### config.mk
export PLATFORM = sky130hd
export DESIGN_NAME = multi_mode_ff_bank
export DESIGN_NICKNAME = d
export VERILOG_FILES = /design/src/rtl/multi_mode_ff_bank.sv
export SDC_FILE = /design/constraint.sdc
export NUM_CORES = 1
export LEC_CHECK = 0
export BUFFER_PORTS_ARGS = -buffer_cell sky130_fd_sc_hd__buf_2
export CORE_MARGIN = 2
export CORE_UTILIZATION = 45
export CTS_CLUSTER_DIAMETER = 50
export CTS_CLUSTER_SIZE = 12
export DETAILED_ROUTE_END_ITERATION = 8
export PLACE_DENSITY = 0.74
export SETUP_SLACK_MARGIN = 0.15
export SYNTH_ARGS = -nofsm -noshare
export SYNTH_HDL_FRONTEND = slang
export SYNTH_SLANG_ARGS = --single-unit
### constraint.sdc
create_clock -name clk -period 1.5 [get_ports clk]
set_input_delay 0.375 -clock clk [delete_from_list [all_inputs] [get_ports clk]]
set_output_delay 0.375 -clock clk [all_outputs]
set_load 0.005 [all_outputs]
### src/rtl/multi_mode_ff_bank.sv
// ---------------------------------------------------------------------------
// multi_mode_ff_bank
//
// A bank of WIDTH independent flip-flops. All bits share one clock, one reset
// and one mode select. Each rising edge with en=1 updates every bit according
// to the selected flip-flop personality:
//   mode 00 SR : (a,b) 00 hold, 10 set, 01 clear, 11 per SR_ILLEGAL policy
//   mode 01 JK : (a,b) 00 hold, 10 set, 01 clear, 11 toggle
//   mode 10 D  : q = a
//   mode 11 T  : a=1 toggles, a=0 holds
// The S=R=1 combination in SR mode is tracked as an "illegal" event. It sets
// a sticky per-bit flag and bumps a saturating counter once per edge.
//
// Parameters
//   WIDTH      number of flip-flop bits
//   RESET_VAL  value of q while/after reset
//   SR_ILLEGAL S=R=1 next state: 0 hold, 1 set, 2 clear, other values hold
//   CNT_W      width of the illegal-event counter
//
// Ports
//   clk       in   rising-edge clock
//   rst_n     in   asynchronous active-low reset
//   mode      in   [1:0] flip-flop personality, sampled every edge
//   en        in   clock enable for q, err_flag and err_cnt
//   a         in   [WIDTH-1:0] S / J / D / T input
//   b         in   [WIDTH-1:0] R / K input (unused in D and T modes)
//   clr_err   in   synchronous clear of err_flag/err_cnt (only when en=1)
//   q         out  [WIDTH-1:0] registered state
//   qbar      out  [WIDTH-1:0] complement of q
//   err_flag  out  [WIDTH-1:0] sticky per-bit SR-illegal indicator
//   err_cnt   out  [CNT_W-1:0] saturating count of edges with an illegal bit
// ---------------------------------------------------------------------------
module multi_mode_ff_bank #(
    parameter int                WIDTH      = 4,
    parameter logic [WIDTH-1:0]  RESET_VAL  = '0,
    parameter int                SR_ILLEGAL = 0,
    parameter int                CNT_W      = 8
) (
    input  logic              clk,
    input  logic              rst_n,
    input  logic [1:0]        mode,
    input  logic              en,
    input  logic [WIDTH-1:0]  a,
    input  logic [WIDTH-1:0]  b,
    input  logic              clr_err,
    output logic [WIDTH-1:0]  q,
    output logic [WIDTH-1:0]  qbar,
    output logic [WIDTH-1:0]  err_flag,
    output logic [CNT_W-1:0]  err_cnt
);

    localparam logic [1:0] MODE_SR = 2'b00;
    localparam logic [1:0] MODE_JK = 2'b01;
    localparam logic [1:0] MODE_D  = 2'b10;
    localparam logic [1:0] MODE_T  = 2'b11;

    localparam logic [CNT_W-1:0] CNT_MAX = '1;
    localparam logic [CNT_W-1:0] CNT_ONE = {{(CNT_W-1){1'b0}}, 1'b1};

    logic [WIDTH-1:0] q_q, q_d;
    logic [WIDTH-1:0] err_flag_q, err_flag_d;
    logic [CNT_W-1:0] err_cnt_q, err_cnt_d;

    logic [WIDTH-1:0] illegal_mask;
    logic [WIDTH-1:0] flag_base;
    logic [CNT_W-1:0] cnt_base;

    // S=R=1 in SR mode only; JK 11 is a legitimate toggle.
    assign illegal_mask = (mode == MODE_SR) ? (a & b) : '0;

    // Per-bit next state, computed as if en=1; en gating happens below.
    always_comb begin
        q_d = q_q;
        for (int i = 0; i < WIDTH; i++) begin
            unique case (mode)
                MODE_SR: begin
                    unique case ({a[i], b[i]})
                        2'b10:   q_d[i] = 1'b1;
                        2'b01:   q_d[i] = 1'b0;
                        2'b11: begin
                            if (SR_ILLEGAL == 1)      q_d[i] = 1'b1;
                            else if (SR_ILLEGAL == 2) q_d[i] = 1'b0;
                            else                      q_d[i] = q_q[i];
                        end
                        default: q_d[i] = q_q[i];
                    endcase
                end
                MODE_JK: begin
                    unique case ({a[i], b[i]})
                        2'b10:   q_d[i] = 1'b1;
                        2'b01:   q_d[i] = 1'b0;
                        2'b11:   q_d[i] = ~q_q[i];
                        default: q_d[i] = q_q[i];
                    endcase
                end
                MODE_D:  q_d[i] = a[i];
                MODE_T:  q_d[i] = q_q[i] ^ a[i];
                default: q_d[i] = q_q[i];
            endcase
        end
    end

    // Clear is applied first, then this edge's events are merged in, so a
    // clear coinciding with an illegal edge leaves exactly that edge's record.
    always_comb begin
        flag_base  = clr_err ? '0 : err_flag_q;
        cnt_base   = clr_err ? '0 : err_cnt_q;
        err_flag_d = flag_base | illegal_mask;
        err_cnt_d  = cnt_base;
        if (|illegal_mask) begin
            if (cnt_base != CNT_MAX) begin
                err_cnt_d = cnt_base + CNT_ONE;
            end
        end
    end

    always_ff @(posedge clk or negedge rst_n) begin
        if (!rst_n) begin
            q_q        <= RESET_VAL;
            err_flag_q <= '0;
            err_cnt_q  <= '0;
        end else if (en) begin
            q_q        <= q_d;
            err_flag_q <= err_flag_d;
            err_cnt_q  <= err_cnt_d;
        end
    end

    assign q        = q_q;
    assign qbar     = ~q_q;
    assign err_flag = err_flag_q;
    assign err_cnt  = err_cnt_q;

endmodule

Word level (Yosys, flattened, before mapping)
Cells that the tools add are included.
{ "word_totals": {"register_bits": 16, "output_inout_bits": 20, "elab_cells": 65} }
{ "op_classes": {"n_addsub": 1, "eq_ne": 24, "n_mux": 17, "n_bitwise": 11, "reduce_logical": 6} }
{ "op_table": {"columns": ["op", "n"], "rows": [
  ["2-to-1 mux 8 bit", 3],
  ["equality test 2 bit (second input constant)", 10],
  ["case mux 1 bit (4 select lines)", 4],
  ["!= test 3 x 1 -> 1 bit (second input constant)", 4],
  ["!= test 4 x 1 -> 1 bit (second input constant)", 3],
  ["case mux 1 bit (3 select lines)", 4],
  ["AND reduction 3 bit", 4],
  ["equality test 2 x 1 -> 1 bit (second input constant)", 5],
  ["adder 8 x 1 -> 8 bit (second input constant)", 1],
  ["2-to-1 mux 4 bit", 2],
  ["!= test 8 bit (second input constant)", 1],
  ["case mux 1 bit (2 select lines)", 4],
  ["bitwise AND 4 bit", 1],
  ["!= test 4 bit (second input constant)", 1],
  ["inverter 1 bit", 4],
  ["inverter 4 bit", 1],
  ["OR 4 bit", 1],
  ["OR reduction 4 bit", 1],
  ["XOR 1 bit", 4],
  ["logical NOT 2 bit", 1]
]} }

Longest topological paths before layout
{ "logic_depth": {"depth_word": 4, "ltp_mapped": 6} }

Least setup slack after synthesis
OpenSTA, ideal clock, no wires.
{ "synth_timing": {"path_kind": "in2reg", "from": "input a[1]", "to": "register err_cnt_q[6], in the netlist err_cnt[6]", "t_arrival_ps": 1524, "required_ps": 1380, "path_slack_ps": -144, "stages": 5, "path_cell_list": "ha_1 -> a2111oi_0 -> nand3b_2 -> or4b_1 -> o211a_1"} }
{ "synth_via": {"elab_chain_len": 4} }
{ "synth_rtl": {"columns": ["item", "line", "rtl"], "rows": [
  ["start, declared", "43", "input logic [WIDTH-1:0] a,"],
  ["bitwise AND 4 bit", "69", "assign illegal_mask = (mode == MODE_SR) ? (a & b) : '0;"],
  ["2-to-1 mux 4 bit", "69", null],
  ["OR reduction 4 bit", "110", "if (|illegal_mask) begin"],
  ["2-to-1 mux 8 bit", "110", null],
  ["end signal, assigned", "125", "err_cnt_q <= err_cnt_d;"],
  ["end, declared", "62", "logic [CNT_W-1:0] err_cnt_q, err_cnt_d;"]
]} }
Every way passes these cells.
A chain may end at the register's enable or synchronous reset.

Final worst setup path
{ "layout_timing": {"from": "register err_cnt_q[2], in the netlist err_cnt[2]", "to": "register err_cnt_q[6], in the netlist err_cnt[6]"} }
{ "layout_via": {"elab_chain_len": 4} }
{ "layout_rtl": {"columns": ["item", "line", "rtl"], "rows": [
  ["2-to-1 mux 8 bit (*)", "107", "cnt_base = clr_err ? '0 : err_cnt_q;"],
  ["adder 8 x 1 -> 8 bit / != test 8 bit (equally long branches)", "112, 111", null],
  ["2-to-1 mux 8 bit (*)", "111", "if (cnt_base != CNT_MAX) begin"],
  ["2-to-1 mux 8 bit (*)", "110", null]
]} }
Every way passes the cells marked *; elsewhere a longest branch is shown, timed or not.

==> summary.txt <==
Timing
  • Worst setup margin: 62.5 ps
  • Setup TNS: 0 ps
  • Final hold slack: 390 ps
  • Minimum clock period: approximately 1400 ps
  • Worst-margin pin slew: about 380 ps
  • Slew margin rel.: 0.748
  • Final Max Tran Viols: 0
  • Fin crit share: 0.958
  • Fmax: 0.696 GHz
  • Fin. Hold Viols: 0
  • Setup violators final: 0
  • RSZ-0062 raised after global routing: true
  • Setup Skew: 3.34 ps

Synth
  • Primary FF master, synth: dfrtp_1
  • Mapped Nets: 140
  • Synth Register Bits: 16
  • Synth area leader: dfrtp_1
  • Async S/R FF share, synth: 1.00
  • Mapped Cells: ~120
  • Top post-synthesis cells by area: dfrtp_1, ha_1, inv_1
  • Post-synth EDFFs: 0
  • Mapped cell area: 1120 µm²
  • Yosys cell types: 39
  • Top cell type's share of synthesized area: 0.358
  • Mean Syn Cell Area: 9.55 µm²
  • Post-synthesis sequential area ratio: 0.358
  • Yosys warnings: 0

Routing
  • DRC: 0
  • Antenna Nets Post-Route: 0
  • Vias: between 1,000 and 1,500
  • DR pass1 iterations: 4
  • Initial DRC Count: 25
  • WL/cell: 14.7 µm
  • Vias/cell: 5.50
  • Wirelength, routed: around 3000 µm

Global route
  • Number of global-route vias before repair: 1,075
  • Initial antenna violation count: 0
  • Aggregate global-route resource usage: 0.224
  • Largest net degree at the start of global routing: 17
  • First-pass GRT wire length: about 4600 µm
  • Gr ovfl total: 0

Worst setup path
  • Startpoint types: flip-flop
  • CP cell instances: and3b_2 > nand3_2 > or4b_4 > o211a_1
  • CP top delay family: simple AND/OR/NAND/NOR gates
  • Kind of critical path: reg -> reg
  • Required @ worst endpoint: 1700 ps
  • WP buf/inv: 0
  • R2r worst-path depth: 4
  • Worst path depth: 4
  • Worst-path fanout max: 2
  • Critical-path top delay cell: or4b_4
  • Data arrival, critical path: 1630 ps
  • Critical path's largest stage delay: 530 ps
  • Crit end category: flip-flop

Floorplan
  • Die X: ~54 µm
  • Boundary pin count: 34
  • Row count: 18
  • Initial Util: 0.464
  • Core ar.: ~2400 µm²
  • Die span in y: 53.8 µm
  • Die area: 2900 µm²

Pwr
  • Leakage: about 0.87 nW
  • Total Power: 0.00116 W
  • Power density over cell area: approximately 700 nW/µm²
  • Max IR drop VDD: approximately 0.42 mV

Clocking
  • Worst-path clk slew: between 100 and 150 ps
  • Inserted Clock Buffers: 3
  • CTS tree: done
  • Clock sink count: 16
  • CTS Root Cell: clkbuf_4
  • H-tree levels: 1
  • Clock latency on the worst-skew pair: 300 ps
  • Maximum clock path buffer count: 2

Finish
  • Antenna fix cells: 0
  • Area of the multi-input gates: 739 µm²
  • Share of cells above drive strength 1: 0.506
  • Commonest non-fill, non-tap cell in the layout: buf_2
  • # fillers: 189
  • Final Non-Filler Cells: 204
  • Commonest cells after routing, fill and taps aside: buf_2, buf_4, dfrtp_1
  • Nets@finish: 198
  • Register Area: 400 µm²
  • Synth-to-layout area growth: 47.8%

Place
  • # port buffers: 33
  • Pre-CTS WS: -281 ps
  • Placed Cells: between 150 and 200
  • Post-DP HPWL: between 2000 and 2500 µm
  • Placer Congestion: approximately 0.77

Flow run
  • Max_cap viols: 0

Min path
  • Hold path cells: 2
  • HP Class: in -> reg

Run status
  • Status: finished, final reports clean
per-stage QoR:
stage / instance area (µm²) / utilization
global route: 1650 / 0.685
floorplan: 1190 / -
CTS: 1580 / 0.657
detailed placement: 1530 / 0.633
global placement: 1530 / 0.633
finish: 1650 / 0.685
routing by layer:
layer / vias to the layer above / GRT usage / wire length (µm)
met4: 0 / 0.137 / 82
met1: 546 / 0.270 / 1300
met2: 31 / 0.368 / 1510
li1: 540 / - / -
met3: 6 / 0.0389 / 114
met5: - / 0 / 0
kinds of logic after synthesis:
logic type / share of synthesized area
compound gates: 0.205
buf+inv: 0.0739
xor+xnor: 0.0235
flops: 0.358
simple gates: 0.183
fa+ha+maj: 0.101
mux: 0.0560
cells in the mapped netlist, types with 2 or more instances:
cell type / count
a21bo_2: 2
a21oi_1: 3
a22o_1: 4
a31oi_1: 6
and3b_1: 2
buf_6: 2
clkbuf_1: 4
dfrtp_1: 16
ha_1: 9
inv_1: 12
mux2_2: 2
mux2i_1: 4
nand2_1: 12
nand3_1: 4
nor2_1: 4
nor2b_1: 2
nor3_1: 2
o21ai_0: 3
o22ai_1: 2
xnor2_1: 3
path summary, 6_finish.rpt:
path,from,slack (ps),endpoint
max in group asynchronous,rst_n,720,q[2]$_DFFE_PN0P_
setup reg to reg,err_cnt[2]$_DFFE_PN0P_,60,err_cnt[6]$_DFFE_PN0P_
hold reg to reg,err_flag[2]$_DFFE_PN0P_,530,err_flag[2]$_DFFE_PN0P_
hold / removal,b[3],390,err_flag[3]$_DFFE_PN0P_
setup / recovery,err_cnt[2]$_DFFE_PN0P_,60,err_cnt[6]$_DFFE_PN0P_
min in group asynchronous,rst_n,510,q[0]$_DFFE_PN0P_
where the power goes:
group / switching, W / internal [W] / total (W)
logic: 0.000170 / 0.000191 / 0.000361
registers: 0.0000304 / 0.000466 / 0.000497
clock network: 0.000158 / 0.000148 / 0.000306
registers in the layout, summed over array words and instances (netlist names):
signal / flops
err_flag: 4
q: 4
err_cnt: 8
area by class of cell:
class | count | area share
Sequential cell | 16 | 0.242
Clock buffer | 4 | 0.0220
Inverter | 12 | 0.0348
Multi-Input combinational cell | 83 | 0.448
Timing Repair Buffer | 59 | 0.230
Tap cell | 30 | 0.0227
what timing repair did:
action	in CTS	in global routing
hold endpoints to repair	16	0
gates resized for setup	2	19
pin swaps	2	5
setup endpoints to repair	5	14
hold buffers	1	0
buffers inserted	1	1
gates cloned	0	0
Note: power is estimated with default switching activity, not from simulation.
